### src/rtl/fir_result_pkg.sv
// -----------------------------------------------------------------------------
// fir_result_pkg
//   Shared definitions for the FIR result-side handshake: the handshake state
//   encoding and the default widths/block length used by the interface, the
//   top level and the testbench.
// -----------------------------------------------------------------------------
package fir_result_pkg;

  // IDLE    : waiting for the core to raise modwait
  // BUSY    : core is computing a sample, errors are accumulated
  // CAPTURE : one-cycle slot whose exit edge latches fir_out
  typedef enum logic [1:0] {
    IDLE    = 2'd0,
    BUSY    = 2'd1,
    CAPTURE = 2'd2
  } result_state_t;

  localparam int RESULT_DATA_W    = 16;
  localparam int RESULT_CNT_W     = 10;
  localparam int RESULT_BLOCK_LEN = 1000;

endpackage : fir_result_pkg

### src/rtl/result_handshake_if.sv
// -----------------------------------------------------------------------------
// result_handshake_if
//   Bundles the core-facing inputs, the bus acknowledge/clear strobes and the
//   result outputs of result_handshake.
//
//   Signals (direction seen from the slave, i.e. the handshake block):
//     modwait       in   core busy flag
//     err           in   core error flag
//     fir_out       in   core filtered output            [DATA_W]
//     rd_ack        in   bus read of the result register (1-cycle pulse)
//     ovr_clr       in   clears overrun (1-cycle pulse)
//     result_data   out  held result                     [DATA_W]
//     result_valid  out  unread result present
//     result_err    out  error seen while computing the held result
//     overrun       out  sticky: a result was overwritten unread
//     sample_count  out  captured samples modulo block length [CNT_W]
//     one_k_samples out  one-cycle pulse after a block completes
//
//   Modports: master drives the inputs (core + bus side), slave is the
//   handshake block.
// -----------------------------------------------------------------------------
interface result_handshake_if
  import fir_result_pkg::*;
#(
  parameter int DATA_W = RESULT_DATA_W,
  parameter int CNT_W  = RESULT_CNT_W
);

  logic              modwait;
  logic              err;
  logic [DATA_W-1:0] fir_out;
  logic              rd_ack;
  logic              ovr_clr;

  logic [DATA_W-1:0] result_data;
  logic              result_valid;
  logic              result_err;
  logic              overrun;
  logic [CNT_W-1:0]  sample_count;
  logic              one_k_samples;

  modport master (
    output modwait, err, fir_out, rd_ack, ovr_clr,
    input  result_data, result_valid, result_err, overrun,
           sample_count, one_k_samples
  );

  modport slave (
    input  modwait, err, fir_out, rd_ack, ovr_clr,
    output result_data, result_valid, result_err, overrun,
           sample_count, one_k_samples
  );

endinterface : result_handshake_if

### src/rtl/flex_counter.sv
// -----------------------------------------------------------------------------
// flex_counter
//   Enable-gated up counter that wraps to zero after reaching rollover_val.
//
//   Ports:
//     clk           in   system clock, rising edge
//     n_rst         in   asynchronous active-low reset
//     count_enable  in   advance the count on this edge
//     rollover_val  in   last value before wrapping to 0 [CNT_W]
//     count_out     out  registered count                [CNT_W]
//     rollover_flag out  high in the cycle whose edge performs the wrap
//                        (combinational strobe; the parent registers it)
// -----------------------------------------------------------------------------
module flex_counter #(
  parameter int CNT_W = 4
) (
  input  logic             clk,
  input  logic             n_rst,
  input  logic             count_enable,
  input  logic [CNT_W-1:0] rollover_val,
  output logic [CNT_W-1:0] count_out,
  output logic             rollover_flag
);

  logic [CNT_W-1:0] r_count;
  logic             w_at_rollover;

  assign w_at_rollover = (r_count == rollover_val);
  assign rollover_flag = count_enable & w_at_rollover;
  assign count_out     = r_count;

  // NOTE: clocked state uses non-blocking assignments so every register
  // samples pre-edge values, independent of process ordering in simulation.
  always_ff @(posedge clk or negedge n_rst) begin
    if (!n_rst) begin
      r_count <= '0;
    end else if (count_enable) begin
      r_count <= w_at_rollover ? '0 : r_count + CNT_W'(1);
    end
  end

endmodule : flex_counter

### src/rtl/result_handshake.sv
// -----------------------------------------------------------------------------
// result_handshake
//   Result-side handshake for the FIR filter peripheral. Follows the core's
//   modwait busy flag through IDLE -> BUSY -> CAPTURE, latches fir_out on the
//   exit edge of CAPTURE and holds it with a sticky result_valid until the bus
//   acknowledges the read. Overwriting an unread result raises a sticky
//   overrun; the core error seen during a sample travels with that result.
//
//   Ports:
//     clk    in   system clock, rising edge
//     n_rst  in   asynchronous active-low reset
//     bus    slave modport of result_handshake_if (see that file)
//
//   Configuration:
//     RESULT_SAMPLE_COUNT_EN  defined   -> sample counter (flex_counter) and
//                                          the one_k_samples pulse are built;
//                             undefined -> sample_count and one_k_samples are
//                                          tied to 0, no counter logic.
//
//   BLOCK_LEN (counter build only) must not exceed 2**CNT_W.
//   All outputs come straight from registers.
// -----------------------------------------------------------------------------
module result_handshake
  import fir_result_pkg::*;
#(
  parameter int DATA_W    = RESULT_DATA_W,
  parameter int CNT_W     = RESULT_CNT_W
`ifdef RESULT_SAMPLE_COUNT_EN
  ,
  // Only meaningful when the counter exists.
  parameter int BLOCK_LEN = RESULT_BLOCK_LEN
`endif
) (
  input logic               clk,
  input logic               n_rst,
  result_handshake_if.slave bus
);

  result_state_t     r_state;
  result_state_t     w_next_state;

  logic              w_start;        // IDLE sees modwait: a new sample begins
  logic              w_busy;         // accumulate core errors this cycle
  logic              w_capture;      // this edge latches the result
  logic              w_overrun_set;

  logic              r_err_seen;
  logic [DATA_W-1:0] r_result_data;
  logic              r_result_valid;
  logic              r_result_err;
  logic              r_overrun;

  // ---------------------------------------------------------------------------
  // Handshake FSM
  // ---------------------------------------------------------------------------
  always_ff @(posedge clk or negedge n_rst) begin
    if (!n_rst) begin
      r_state <= IDLE;
    end else begin
      r_state <= w_next_state;
    end
  end

  // NOTE: every output of this block gets a default before the case so no
  // path leaves one unassigned, which would otherwise infer a latch.
  always_comb begin
    w_next_state = r_state;
    w_start      = 1'b0;
    w_busy       = 1'b0;
    w_capture    = 1'b0;

    unique case (r_state)
      IDLE: begin
        if (bus.modwait) begin
          w_start      = 1'b1;
          w_next_state = BUSY;
        end
      end
      BUSY: begin
        w_busy = 1'b1;
        // A one-cycle modwait glitch still walks through BUSY -> CAPTURE.
        if (!bus.modwait) begin
          w_next_state = CAPTURE;
        end
      end
      CAPTURE: begin
        // modwait is deliberately ignored here; IDLE picks up the next sample.
        w_capture    = 1'b1;
        w_next_state = IDLE;
      end
      default: begin
        w_next_state = IDLE;
      end
    endcase
  end

  // ---------------------------------------------------------------------------
  // Result datapath
  // ---------------------------------------------------------------------------
  // A read acknowledged on the capture edge consumes the old value, so only an
  // unacknowledged overwrite counts as an overrun.
  assign w_overrun_set = w_capture & r_result_valid & ~bus.rd_ack;

  // NOTE: the result register is reset even though it only carries data,
  // because the bus must read 0 out of reset rather than an unknown value.
  always_ff @(posedge clk or negedge n_rst) begin
    if (!n_rst) begin
      r_err_seen     <= 1'b0;
      r_result_data  <= '0;
      r_result_valid <= 1'b0;
      r_result_err   <= 1'b0;
      r_overrun      <= 1'b0;
    end else begin
      // Error history is per sample: cleared on entering BUSY, then sticky.
      if (w_start) begin
        r_err_seen <= 1'b0;
      end else if (w_busy) begin
        r_err_seen <= r_err_seen | bus.err;
      end

      if (w_capture) begin
        r_result_data <= bus.fir_out;
        // Include an error raised during the CAPTURE cycle itself.
        r_result_err  <= r_err_seen | bus.err;
      end

      // Capture has priority over the read acknowledge.
      if (w_capture) begin
        r_result_valid <= 1'b1;
      end else if (bus.rd_ack) begin
        r_result_valid <= 1'b0;
      end

      // Set has priority over clear so a simultaneous overrun is never lost.
      if (w_overrun_set) begin
        r_overrun <= 1'b1;
      end else if (bus.ovr_clr) begin
        r_overrun <= 1'b0;
      end
    end
  end

  assign bus.result_data  = r_result_data;
  assign bus.result_valid = r_result_valid;
  assign bus.result_err   = r_result_err;
  assign bus.overrun      = r_overrun;

  // ---------------------------------------------------------------------------
  // Optional sample counter
  // ---------------------------------------------------------------------------
`ifdef RESULT_SAMPLE_COUNT_EN
  logic [CNT_W-1:0] w_sample_count;
  logic             w_block_wrap;
  logic             r_one_k_samples;

  flex_counter #(
    .CNT_W (CNT_W)
  ) u_sample_counter (
    .clk           (clk),
    .n_rst         (n_rst),
    .count_enable  (w_capture),
    .rollover_val  (CNT_W'(BLOCK_LEN - 1)),
    .count_out     (w_sample_count),
    .rollover_flag (w_block_wrap)
  );

  // The wrap strobe is combinational inside the counter; registering it here
  // makes the pulse appear in the cycle right after the wrapping edge.
  always_ff @(posedge clk or negedge n_rst) begin
    if (!n_rst) begin
      r_one_k_samples <= 1'b0;
    end else begin
      r_one_k_samples <= w_block_wrap;
    end
  end

  assign bus.sample_count  = w_sample_count;
  assign bus.one_k_samples = r_one_k_samples;
`else
  assign bus.sample_count  = {CNT_W{1'b0}};
  assign bus.one_k_samples = 1'b0;
`endif

endmodule : result_handshake

### src/flat_wrapper.sv
// flat-port wrapper written by rule: the top's interface ports become plain ports
module result_handshake_flat import fir_result_pkg::*;
#(
  parameter int DATA_W    = RESULT_DATA_W,
  parameter int CNT_W     = RESULT_CNT_W

)
  (clk, n_rst, bus_modwait, bus_err, bus_fir_out, bus_rd_ack, bus_ovr_clr, bus_result_data, bus_result_valid, bus_result_err, bus_overrun, bus_sample_count, bus_one_k_samples);
  result_handshake_if #(.DATA_W(DATA_W), .CNT_W(CNT_W)) bus_i ();
  input logic clk;
  input logic n_rst;
  input wire logic [$bits(bus_i.modwait)-1:0] bus_modwait;
  input wire logic [$bits(bus_i.err)-1:0] bus_err;
  input wire logic [$bits(bus_i.fir_out)-1:0] bus_fir_out;
  input wire logic [$bits(bus_i.rd_ack)-1:0] bus_rd_ack;
  input wire logic [$bits(bus_i.ovr_clr)-1:0] bus_ovr_clr;
  output wire logic [$bits(bus_i.result_data)-1:0] bus_result_data;
  output wire logic [$bits(bus_i.result_valid)-1:0] bus_result_valid;
  output wire logic [$bits(bus_i.result_err)-1:0] bus_result_err;
  output wire logic [$bits(bus_i.overrun)-1:0] bus_overrun;
  output wire logic [$bits(bus_i.sample_count)-1:0] bus_sample_count;
  output wire logic [$bits(bus_i.one_k_samples)-1:0] bus_one_k_samples;
  assign bus_i.modwait = bus_modwait;
  assign bus_i.err = bus_err;
  assign bus_i.fir_out = bus_fir_out;
  assign bus_i.rd_ack = bus_rd_ack;
  assign bus_i.ovr_clr = bus_ovr_clr;
  assign bus_result_data = bus_i.result_data;
  assign bus_result_valid = bus_i.result_valid;
  assign bus_result_err = bus_i.result_err;
  assign bus_overrun = bus_i.overrun;
  assign bus_sample_count = bus_i.sample_count;
  assign bus_one_k_samples = bus_i.one_k_samples;
  result_handshake #(.DATA_W(DATA_W), .CNT_W(CNT_W)) u_core (.clk(clk), .n_rst(n_rst), .bus(bus_i));
endmodule
### config.mk
export PLATFORM = sky130hd
export DESIGN_NAME = result_handshake_flat
export DESIGN_NICKNAME = d
export VERILOG_FILES = /design/src/rtl/fir_result_pkg.sv /design/src/rtl/result_handshake_if.sv /design/src/rtl/flex_counter.sv /design/src/rtl/result_handshake.sv /design/src/flat_wrapper.sv
export SDC_FILE = /design/constraint.sdc
export NUM_CORES = 1
export LEC_CHECK = 0
export BUFFER_PORTS_ARGS = -buffer_cell sky130_fd_sc_hd__buf_2
export CAP_MARGIN = 0
export CORE_UTILIZATION = 30
export CTS_CLUSTER_SIZE = 10
export DETAILED_ROUTE_END_ITERATION = 12
export GPL_ROUTABILITY_DRIVEN = 0
export GPL_TIMING_DRIVEN = 0
export SETUP_SLACK_MARGIN = 0.5
export SYNTH_ARGS = -nofsm -noshare
export SYNTH_HDL_FRONTEND = slang
export SYNTH_SLANG_ARGS = --single-unit
### constraint.sdc
create_clock -name clk -period 1.9 [get_ports clk]
set_input_delay 0.19 -clock clk [delete_from_list [all_inputs] [get_ports clk]]
set_output_delay 0.19 -clock clk [all_outputs]
set_load 0.01 [all_outputs]
==> summary.md <==
| Metric | Value |
|---|---|
| Initial Util | `0.3191` |
| Vias | `625` |
| Post-route minimum period | `1136 ps` |
| Synth top area share | `0.5605` |
| Fmax | `slightly below 0.9 GHz` |
| Max Slew Vio Count | `0` |
| Die Y-Extent | `59.22 um` |
| FP Rows | `20` |
| Leak | `roughly 0.00074 uW` |
| CP max FO | `10` |
| Mapped Area | `982.2 um2` |
| GRT met2 Usage | `0.1750` |
| Status | `completed` |
| Worst EP arrival | `1340 ps` |
| Busiest grt layer | `met2` |
| Final period util | `0.5979` |
| Cells after Synth | `66` |
| CTS Buf Count | `3` |
| Root buffer cell | `clkbuf_4` |
| Fin nets | `144` |
| Required time worst endpoint | `about 2100 ps` |
| Core area | `approximately 3100 um2` |
| Kind of cell adding the most delay to the critical path | `flip-flops` |
| Hold Path Stages | `2` |
| CTS tree | `done` |
| Gr usage total | `0.1099` |
| Total power | `1244 uW` |
| Clk buf depth | `2` |
| Worst hold path class | `in2reg` |
| Number of synthesis warnings | `0` |
| Async SR Flop Fraction | `1.000` |
| Setup TNS | `0 ps` |
| Crit Path Class | `reg2reg` |
| Met1 usage | `0.1307` |
| IO buf count | `40` |
| Pwr/cell area | `941.3 nW/um2` |
| Layout cells sized above 1 | `0.6116` |
| RSZ-0062 raised after global routing | `false` |
| Diodes inserted | `0` |
| # fillers | `298` |
| H-tree levels | `1` |
| Register area share after synthesis | `0.5605` |
| Largest net degree at the start of global routing | `23` |
| GRT met3 Usage | `0.02183` |
| Vias in the first global route | `628` |
| Syn_area_per_cell | `14.88 um2` |
| Top cells by area, synth | `dfrtp_1, mux2_4, buf_4` |
| Dpl hpwl | `1308 um` |
| Clock transition at the registers of the reported paths | `120 ps` |
| Buf/Inv on CP | `1` |
| First-pass GRT wire length | `2753 um` |
| Dpl ws | `between 700 and 800 ps` |
| Worst skew pair latency | `300 ps` |
| Io pins | `52` |
| Final worst slack | `764.1 ps` |
| Via/cell ratio | `3.788` |
| Most used DFF post-synth | `dfrtp_1` |
| Final Hold Violating Endpoints | `0` |
| Area of the multi-input gates | `356.6 um2` |
| CP peak stage delay | `between 400 and 500 ps` |
| WL final | `approximately 1700 um` |
| Die Area | `3507 um2` |
| Maxcap violations | `0` |
| Clock Skews | `1.697 ps` |
| Most common cell in the netlist | `dfrtp_1` |
| Area leader, netlist | `dfrtp_1` |
| Most frequent cells after synthesis | `dfrtp_1, mux2_4, buf_4, o21ai_0` |
| Area delta synth->final | `34.52%` |
| Residual DRC | `0` |
| Setup repair bufs after CTS | `0` |
| Final setup fails | `0` |
| Wire length per cell | `10.33 um` |
| DR pass1 iterations | `3` |
| Total clock sinks | `22` |
| Hold buffers post-CTS | `1` |
| Seq cells post-synth | `22` |
| Setup crit end kind | `flop` |
| Sequential cell area | `550.5 um2` |
| Die extent in x | `59.22 um` |
| Reg2reg path depth | `3` |
| Initial antenna violation count | `0` |
| Antenna-violating nets left | `0` |
| Iter 0 DRT Violations | `7` |
| CP startpoint kind | `flop` |
| Number of synthesized flops with an enable pin | `0` |
| Library cells used by synthesis | `14` |
| Slowest library cell on the worst path | `dfrtp_1` |
| CP Depth | `3` |
| GR Overflow Total | `0` |
| CP Cell Sequence | `nand2b_4, buf_6, mux2_4` |
| Max VDD drop | `0.3048 mV` |
| Cts repair resizes | `0` |
-- sequential cells by signal, indices dropped and copies added, names as in the netlist --
signal,cells
u_core.bus.result_data,16
u_core.r_state,2
u_core.r_err_seen,1
u_core.bus.overrun,1
u_core.bus.result_err,1
u_core.bus.result_valid,1
-- stage by stage --
stage	cells	hold slack [ps]	util	instance area, um2
2_1_floorplan	76	-105.6	-	1020
3_3_place_gp	160	172.4	0.4142	1275
3_5_place_dp	160	187.8	0.4142	1275
4_1_cts	165	18.19	0.4293	1321
5_1_grt	165	5.939	0.4293	1321
6_report	165	38.29	0.4293	1321
-- path summary, 6_finish.rpt --
path | start | end | slack [ps]
hold / removal | bus_modwait | u_core.r_state[1]$_DFFE_PN0P_ | 40
hold reg to reg | u_core.bus.result_err$_DFFE_PN0N_ | u_core.bus.result_err$_DFFE_PN0N_ | 510
setup reg to reg | u_core.r_state[1]$_DFFE_PN0P_ | u_core.bus.result_data[7]$_DFFE_PN0N_ | 760
setup / recovery | u_core.r_state[1]$_DFFE_PN0P_ | u_core.bus.result_data[7]$_DFFE_PN0N_ | 760
min in group asynchronous | n_rst | u_core.bus.result_data[13]$_DFFE_PN0N_ | 360
max in group asynchronous | n_rst | u_core.bus.result_data[15]$_DFFE_PN0N_ | 1210
-- worst register-to-register path: stages, from the launching register on --
cell      delay [ps]
dfrtp_1          450
nand2b_4         100
buf_6            180
mux2_4           310
-- cells by family after synthesis --
kind of cell           synth area share
DFF                              0.5605
muxes                            0.2446
buffers and inverters            0.1147
and+or+nand+nor                 0.05478
AOI/OAI and AO/OA               0.02166
other                          0.003818
-- placed cells by master (no fill, tap or decap) --
master	synthesis	final
buf_2	0	40
dfrtp_1	22	22
mux2_4	16	16
buf_4	11	11
conb_1	1	11
o21ai_0	3	3
clkbuf_4	0	3
and2b_1	2	2
buf_6	2	2
inv_1	2	2
nand2_1	2	2
nand2b_4	1	1
nand2b_1	1	1
nor3b_1	1	1
nor2_1	1	1
o22ai_1	1	1
clkbuf_8	0	1
dlygate4sd3_1	0	1
-- power breakdown --
group	leakage (uW)	internal, uW	switching [uW]
Combinational	0.000462	221	145
Sequential	0.000262	568	55.2
Clock	0.0000210	117	138
Total	0.000745	906	338
-- cell type report --
| type | instances | area share |
|---|---|---|
| flip-flops and latches | 22 | 0.4167 |
| inverters | 2 | 0.005682 |
| plain buffers | 13 | 0.07955 |
| multi-input cells | 39 | 0.2699 |
| well taps | 44 | 0.04167 |
| repair buffers | 41 | 0.1591 |
| clock buffers | 4 | 0.02746 |
-- metal layers --
layer  vias up  routed length (um)  part of all wire
met5         -                   0                 0
met1       295                 749              0.44
li1        305                   -                 -
met2        23                 849              0.50
met3         2                  77             0.045
met4         0                  27             0.016
(Power assumes the default switching activity.)
